## src/rtl/microwave_cook_ctrl.sv

```systemverilog
// Microwave cook-cycle sequencer: keypad MM:SS entry, 1 Hz BCD countdown, pause/cancel/door interlock, end beep.
// Optional QUICK_ADD_EN: start_req adds 30 s while cooking and starts a 0:30 cook from IDLE.
module microwave_cook_ctrl #(
  parameter int TICK_DIV  = 100_000_000,
  parameter int BEEP_SECS = 3
) (
  input  logic        clk,
  input  logic        rst,
  input  logic        digit_vld,
  input  logic [3:0]  digit,
  input  logic        start_req,
  input  logic        cancel_req,
  input  logic        door_open,
  output logic [15:0] time_bcd,
  output logic        heating,
  output logic        paused,
  output logic        beep,
  output logic        timer_end,
  output logic [2:0]  state
);

  localparam logic [2:0] ST_IDLE  = 3'd0;
  localparam logic [2:0] ST_ENTRY = 3'd1;
  localparam logic [2:0] ST_COOK  = 3'd2;
  localparam logic [2:0] ST_PAUSE = 3'd3;
  localparam logic [2:0] ST_DONE  = 3'd4;

  localparam int            PW        = $clog2(TICK_DIV);
  localparam logic [PW-1:0] PRE_MAX   = PW'(TICK_DIV - 1);
  localparam logic [3:0]    BEEP_LAST = 4'(BEEP_SECS - 1);

  // Inputs are single-cycle strobes (door_open is a level); there is no
  // back-pressure. When several arrive together only the highest-priority one
  // (door_open > cancel_req > start_req > digit_vld) acts, the rest are dropped.

  logic [PW-1:0] prescaler, pre_nxt;
  logic [3:0]    beep_cnt, bcnt_nxt;
  logic [2:0]    state_nxt;
  logic [15:0]   time_nxt;
  logic          done_evt;
  logic          tick;
  logic          digit_ok;

  assign tick     = (prescaler == PRE_MAX);
  assign digit_ok = digit_vld && (digit <= 4'd9);

  // Two-digit BCD minus one; caller guarantees v != 00.
  function automatic logic [7:0] bcd_dec2(input logic [7:0] v);
    logic [7:0] r;
    if (v[3:0] != 4'd0) r = {v[7:4], v[3:0] - 4'd1};
    else                r = {v[7:4] - 4'd1, 4'd9};
    return r;
  endfunction

  // Seconds borrow from minutes; unnormalized SS (e.g. 90) just counts down.
  function automatic logic [15:0] time_dec(input logic [15:0] t);
    logic [15:0] r;
    if (t[7:0] != 8'h00)       r = {t[15:8], bcd_dec2(t[7:0])};
    else if (t[15:8] != 8'h00) r = {bcd_dec2(t[15:8]), 8'h59};
    else                       r = 16'h0000;
    return r;
  endfunction

`ifdef QUICK_ADD_EN
  function automatic logic [7:0] bcd2bin(input logic [7:0] v);
    return 8'(v[7:4]) * 8'd10 + 8'(v[3:0]);
  endfunction

  function automatic logic [7:0] bin2bcd(input logic [7:0] b);
    return {4'(b / 8'd10), 4'(b % 8'd10)};
  endfunction

  // +30 s with a single carry into minutes, saturating at 99:59.
  function automatic logic [15:0] time_add30(input logic [15:0] t);
    logic [7:0]  s2;
    logic [7:0]  m2;
    logic [15:0] r;
    s2 = bcd2bin(t[7:0]) + 8'd30;
    m2 = bcd2bin(t[15:8]);
    if (s2 >= 8'd60) begin
      s2 = s2 - 8'd60;
      m2 = m2 + 8'd1;
    end
    if (m2 > 8'd99) r = 16'h9959;
    else            r = {bin2bcd(m2), bin2bcd(s2)};
    return r;
  endfunction
`endif

  always_comb begin
    state_nxt = state;
    time_nxt  = time_bcd;
    pre_nxt   = prescaler;
    bcnt_nxt  = beep_cnt;
    done_evt  = 1'b0;
    case (state)
      ST_IDLE: begin
`ifdef QUICK_ADD_EN
        if (!cancel_req && start_req && !door_open) begin
          time_nxt  = 16'h0030;
          pre_nxt   = '0;
          state_nxt = ST_COOK;
        end else if (!cancel_req && !start_req && digit_ok) begin
          time_nxt  = {12'h000, digit};
          state_nxt = ST_ENTRY;
        end
`else
        if (!cancel_req && !start_req && digit_ok) begin
          time_nxt  = {12'h000, digit};
          state_nxt = ST_ENTRY;
        end
`endif
      end
      ST_ENTRY: begin
        if (cancel_req) begin
          time_nxt  = 16'h0000;
          state_nxt = ST_IDLE;
        end else if (start_req) begin
          if (time_bcd != 16'h0000 && !door_open) begin
            pre_nxt   = '0;
            state_nxt = ST_COOK;
          end
        end else if (digit_ok) begin
          time_nxt = {time_bcd[11:0], digit};
        end
      end
      ST_COOK: begin
        // Pausing freezes the prescaler so the partial second survives.
`ifdef QUICK_ADD_EN
        if (door_open || cancel_req) begin
          state_nxt = ST_PAUSE;
        end else if (start_req) begin
          time_nxt = time_add30(time_bcd);
          pre_nxt  = tick ? '0 : prescaler + PW'(1);
        end else
`else
        if (door_open || cancel_req || start_req) begin
          state_nxt = ST_PAUSE;
        end else
`endif
        if (tick) begin
          pre_nxt  = '0;
          time_nxt = time_dec(time_bcd);
          if (time_nxt == 16'h0000) begin
            state_nxt = ST_DONE;
            bcnt_nxt  = '0;
            done_evt  = 1'b1;
          end
        end else begin
          pre_nxt = prescaler + PW'(1);
        end
      end
      ST_PAUSE: begin
        if (cancel_req) begin
          time_nxt  = 16'h0000;
          state_nxt = ST_IDLE;
        end else if (start_req && !door_open) begin
          state_nxt = ST_COOK;
        end
      end
      ST_DONE: begin
        time_nxt = 16'h0000;
        if (door_open || cancel_req) begin
          pre_nxt   = '0;
          bcnt_nxt  = '0;
          state_nxt = ST_IDLE;
        end else if (tick) begin
          pre_nxt = '0;
          if (beep_cnt == BEEP_LAST) begin
            bcnt_nxt  = '0;
            state_nxt = ST_IDLE;
          end else begin
            bcnt_nxt = beep_cnt + 4'd1;
          end
        end else begin
          pre_nxt = prescaler + PW'(1);
        end
      end
      default: begin
        time_nxt  = 16'h0000;
        pre_nxt   = '0;
        bcnt_nxt  = '0;
        state_nxt = ST_IDLE;
      end
    endcase
  end

  // Outputs are decoded from the next state so they line up with the state register.
  always_ff @(posedge clk or negedge rst) begin
    if (!rst) begin
      state     <= ST_IDLE;
      time_bcd  <= 16'h0000;
      prescaler <= '0;
      beep_cnt  <= '0;
      heating   <= 1'b0;
      paused    <= 1'b0;
      beep      <= 1'b0;
      timer_end <= 1'b0;
    end else begin
      state     <= state_nxt;
      time_bcd  <= time_nxt;
      prescaler <= pre_nxt;
      beep_cnt  <= bcnt_nxt;
      heating   <= (state_nxt == ST_COOK);
      paused    <= (state_nxt == ST_PAUSE);
      beep      <= (state_nxt == ST_DONE);
      timer_end <= done_evt;
    end
  end

endmodule

```

## config.mk

```make
export PLATFORM = sky130hd
export DESIGN_NAME = microwave_cook_ctrl
export DESIGN_NICKNAME = d
export VERILOG_FILES = /design/src/rtl/microwave_cook_ctrl.sv
export SDC_FILE = /design/constraint.sdc
export NUM_CORES = 1
export LEC_CHECK = 0
export CAP_MARGIN = 0
export CORE_MARGIN = 3
export CORE_UTILIZATION = 55
export DETAILED_ROUTE_END_ITERATION = 10
export PLACE_DENSITY = 0.86
export SYNTH_ARGS = -nofsm -noshare
export SYNTH_HDL_FRONTEND = slang
export SYNTH_SLANG_ARGS = --single-unit
```

## constraint.sdc

```tcl
create_clock -name clk -period 5.35 [get_ports clk]
set_clock_uncertainty 0.1 [all_clocks]
set_input_delay 1.605 -clock clk [delete_from_list [all_inputs] [get_ports clk]]
set_output_delay 1.605 -clock clk [all_outputs]
set_load 0.05 [all_outputs]
```

==> impl_metrics.yaml <==
status:
  status: "complete, no violations"
detailed_routing:
  wire_per_inst_um: 16.6
  drc_errors: 0
  routed_wl_um: 8810
  route.vias.total: 3420
  detail-route-antenna-nets: 0
  routed_via_density: 6.45
  dr.pass1.iters: 5
  dr.first_iter.drc_count: 261
setup_path:
  crit_fanout: 15
  start_kind: "input pin"
  critPathMostFrequentCell: "nor2_1"
  critPathKind: "in -> reg"
  critPathCaptureType: "flip-flop"
  slowest_delay_ns: 0.55
  cp_cell_sequence: "clkdlybuf4s50_1, or3_4, o21ai_0, a31oi_2, buf_4, nor2_1, nor2_1"
  crit_arrival_ns: 4.01
  worstPathRequired_ns: 5.41
  critPathSlowestCell: "clkdlybuf4s50_1"
yosys:
  ys_ff_latch: 54
  synthesis.area_um2: 3670
  synth_ff_type: "dfrtp_1"
  synth-simple-area-share_pct: 27.7
  syn-instance-count: 428
  synth_edf_count: 0
  yosys_warnings: 0
  synth_compound_area_share_pct: 23.1
  synthAdderAreaFrac_pct: 3.75
  synth_xor_area_share_pct: 2.86
  ys_seq_area_share_pct: 36.8
  async_flop_share_pct: 100
  synthMuxAreaShare_pct: 0.852
  synth_top_family_by_area: "simple AND/OR/NAND/NOR gates"
  synth_area_per_cell_um2: 8.58
  synth_cell_types: 64
  syn-num-nets: 449
global_routing:
  top_usage_layer: "met2"
  antenna_found_initial: 0
  met2_usage_pct: 38.8
  overflow: 0
  met3_usage_pct: 3.95
  grt_pass1_vias: 3147
  grt_pass1_wl_um: 15000
  met1_usage_pct: 34.0
  grt_max_degree: 48
  grtUsageTotal_pct: 24.3
cells_and_area:
  final_core_util_pct: 63.8
  nNetsFinal: 474
  layout-drive-gt1-share_pct: 8.61
  syn_to_final_growth_pct: 11.7
  fin_cells: 530
  antenna_cells: 0
pwr:
  p_leak_nw: 1.59
  power_density_nw_per_um2: 439
  vdd_drop_max_mv: 0.186
die:
  start_util_pct: 57.2
  design.portCount: 33
  core-area_um2: 6420
  die-area_um2: 7690
  die_h_um: 87.7
  rows: 29
  fp.dieW_um: 87.7
sta:
  drv_slew: 0
  setup_viol: 0
  fmax_ghz: 0.253
  fin_crit_ns: 3.95
  rsz0062_at_grt: "no"
  slew_headroom_pct: 39.2
  worst_slew_pin_slew_ns: 0.908
  final-hold-violation-count: 0
  finalSetupTns_ns: 0
  post-route-period-util_pct: 73.8
clock_tree:
  cts.sinks: 54
  clockBufferDepth: 2
  postCtsSetupBuffers: 0
  htree_levels: 2
  cts.clk_slew.worst_paths_ns: 0.10
  cts_tree: "built"
  cts_root_buf: "clkbuf_8"
  ctsResizeCount: 0
  insertion_delay_ns: 0.31
  postCtsHoldBufs: 0
  cts_buffers: 5
place:
  dpl.cell_count: 523
  gp_congestion: 0.921
  port_buffers: 32
  dp_hpwl_um: 6370
flow_run:
  maxCapViolCount: 0
worst_hold_path:
  hold_path_class: "reg -> reg"
==> layer usage <==
metal	vias up	share of wire [%]
li1	1633	-
met1	1634	45
met2	139	47
met3	14	6.2
met4	0	1.6
met5	-	0
==> cells in the final DEF (no fill, tap or decap), types with 5 or more instances in the layout <==
| master | instances |
|---|---|
| dfrtp_1 | 54 |
| nor2_1 | 49 |
| nand2_1 | 35 |
| clkdlybuf4s50_1 | 31 |
| nor3_1 | 30 |
| o21ai_0 | 26 |
| a21oi_1 | 26 |
| nand3_1 | 20 |
| inv_1 | 18 |
| o2bb2ai_1 | 17 |
| xnor2_1 | 12 |
| ha_1 | 11 |
| o31ai_1 | 10 |
| nand4_1 | 9 |
| a31oi_1 | 7 |
| buf_4 | 7 |
| clkbuf_8 | 5 |
==> stage by stage <==
stage                     instance area [um2]  total power (W)  setup WS [ns]  hold slack (ns)
after floorplan                          3670          0.00133           2.01            0.355
after global placement                   4020          0.00154           1.17            0.371
after detailed placement                 4020          0.00157           1.06            0.382
after CTS                                4100          0.00179           1.38            0.398
after global routing                     4100          0.00191           1.12            0.430
final                                    4100          0.00180           1.40            0.399
==> worst max-delay path: cells and delay by family <==
| family | cells | cell delay (ns) |
|---|---|---|
| and+or+nand+nor | 3 | 1.06 |
| buffers and inverters | 2 | 0.83 |
| AOI/OAI and AO/OA | 2 | 0.49 |
==> synthesized netlist by cell type (4+ instances only) <==
library cell / count / share of area, %
nand2b_1: 4 / 0.68
a21oi_1: 26 / 3.5
clkbuf_1: 9 / 0.92
xnor2_1: 12 / 2.9
nand4_1: 9 / 1.5
o31ai_1: 10 / 2.0
nand3_1: 20 / 2.7
nor2_1: 49 / 5.0
o2bb2ai_1: 17 / 4.1
a31oi_1: 7 / 1.2
dfrtp_1: 54 / 37
inv_1: 18 / 1.8
buf_2: 8 / 1.1
o21ai_0: 26 / 3.5
ha_1: 11 / 3.7
nor3_1: 30 / 4.1
nand2_1: 35 / 3.6
==> final cells by class <==
type | instances | area, um2
Sequential cell | 54 | 1350
Tap cell | 77 | 96.3
Clock buffer | 5 | 68.8
Fill cell | 541 | 2320
Timing Repair Buffer | 39 | 368
Clock inverter | 2 | 10.0
Multi-Input combinational cell | 335 | 2140
Inverter | 18 | 67.6
==> final timing paths <==
path	end	depth (start not counted)	slack [ns]	from
setup / recovery	prescaler[23]	7	1.40	cancel_req
max in group asynchronous	prescaler[23]	2	3.29	rst
hold reg to reg	beep_cnt[3]	1	0.40	beep_cnt[3]
min in group asynchronous	time_bcd[15]	1	1.02	rst
setup reg to reg	prescaler[23]	9	2.24	time_bcd[4]
hold / removal	beep_cnt[3]	1	0.40	beep_cnt[3]
==> where the power goes <==
group	leakage, nW	switching, W	total (W)	internal (W)
Combinational	0.813	0.000669	0.00104	0.000368
Sequential	0.735	0.0000908	0.000543	0.000452
Clock	0.0438	0.000130	0.000218	0.0000883
==> sequential cells by signal, indices dropped and copies added, names as in the netlist <==
| register | flops |
|---|---|
| beep_cnt | 4 |
| timer_end | 1 |
| beep | 1 |
| prescaler | 27 |
| time_bcd | 16 |
| paused | 1 |
| heating | 1 |
| state | 3 |
==> logic make-up (layout without fill, tap and decap cells) <==
family	after synthesis	in the layout
DFF	54	54
muxes	3	3
buffers and inverters	39	64
AOI/OAI and AO/OA	121	121
and+or+nand+nor	188	188
xor gates and xnor gates	12	12
adders and majority gates	11	11
(Power assumes the default switching activity.)
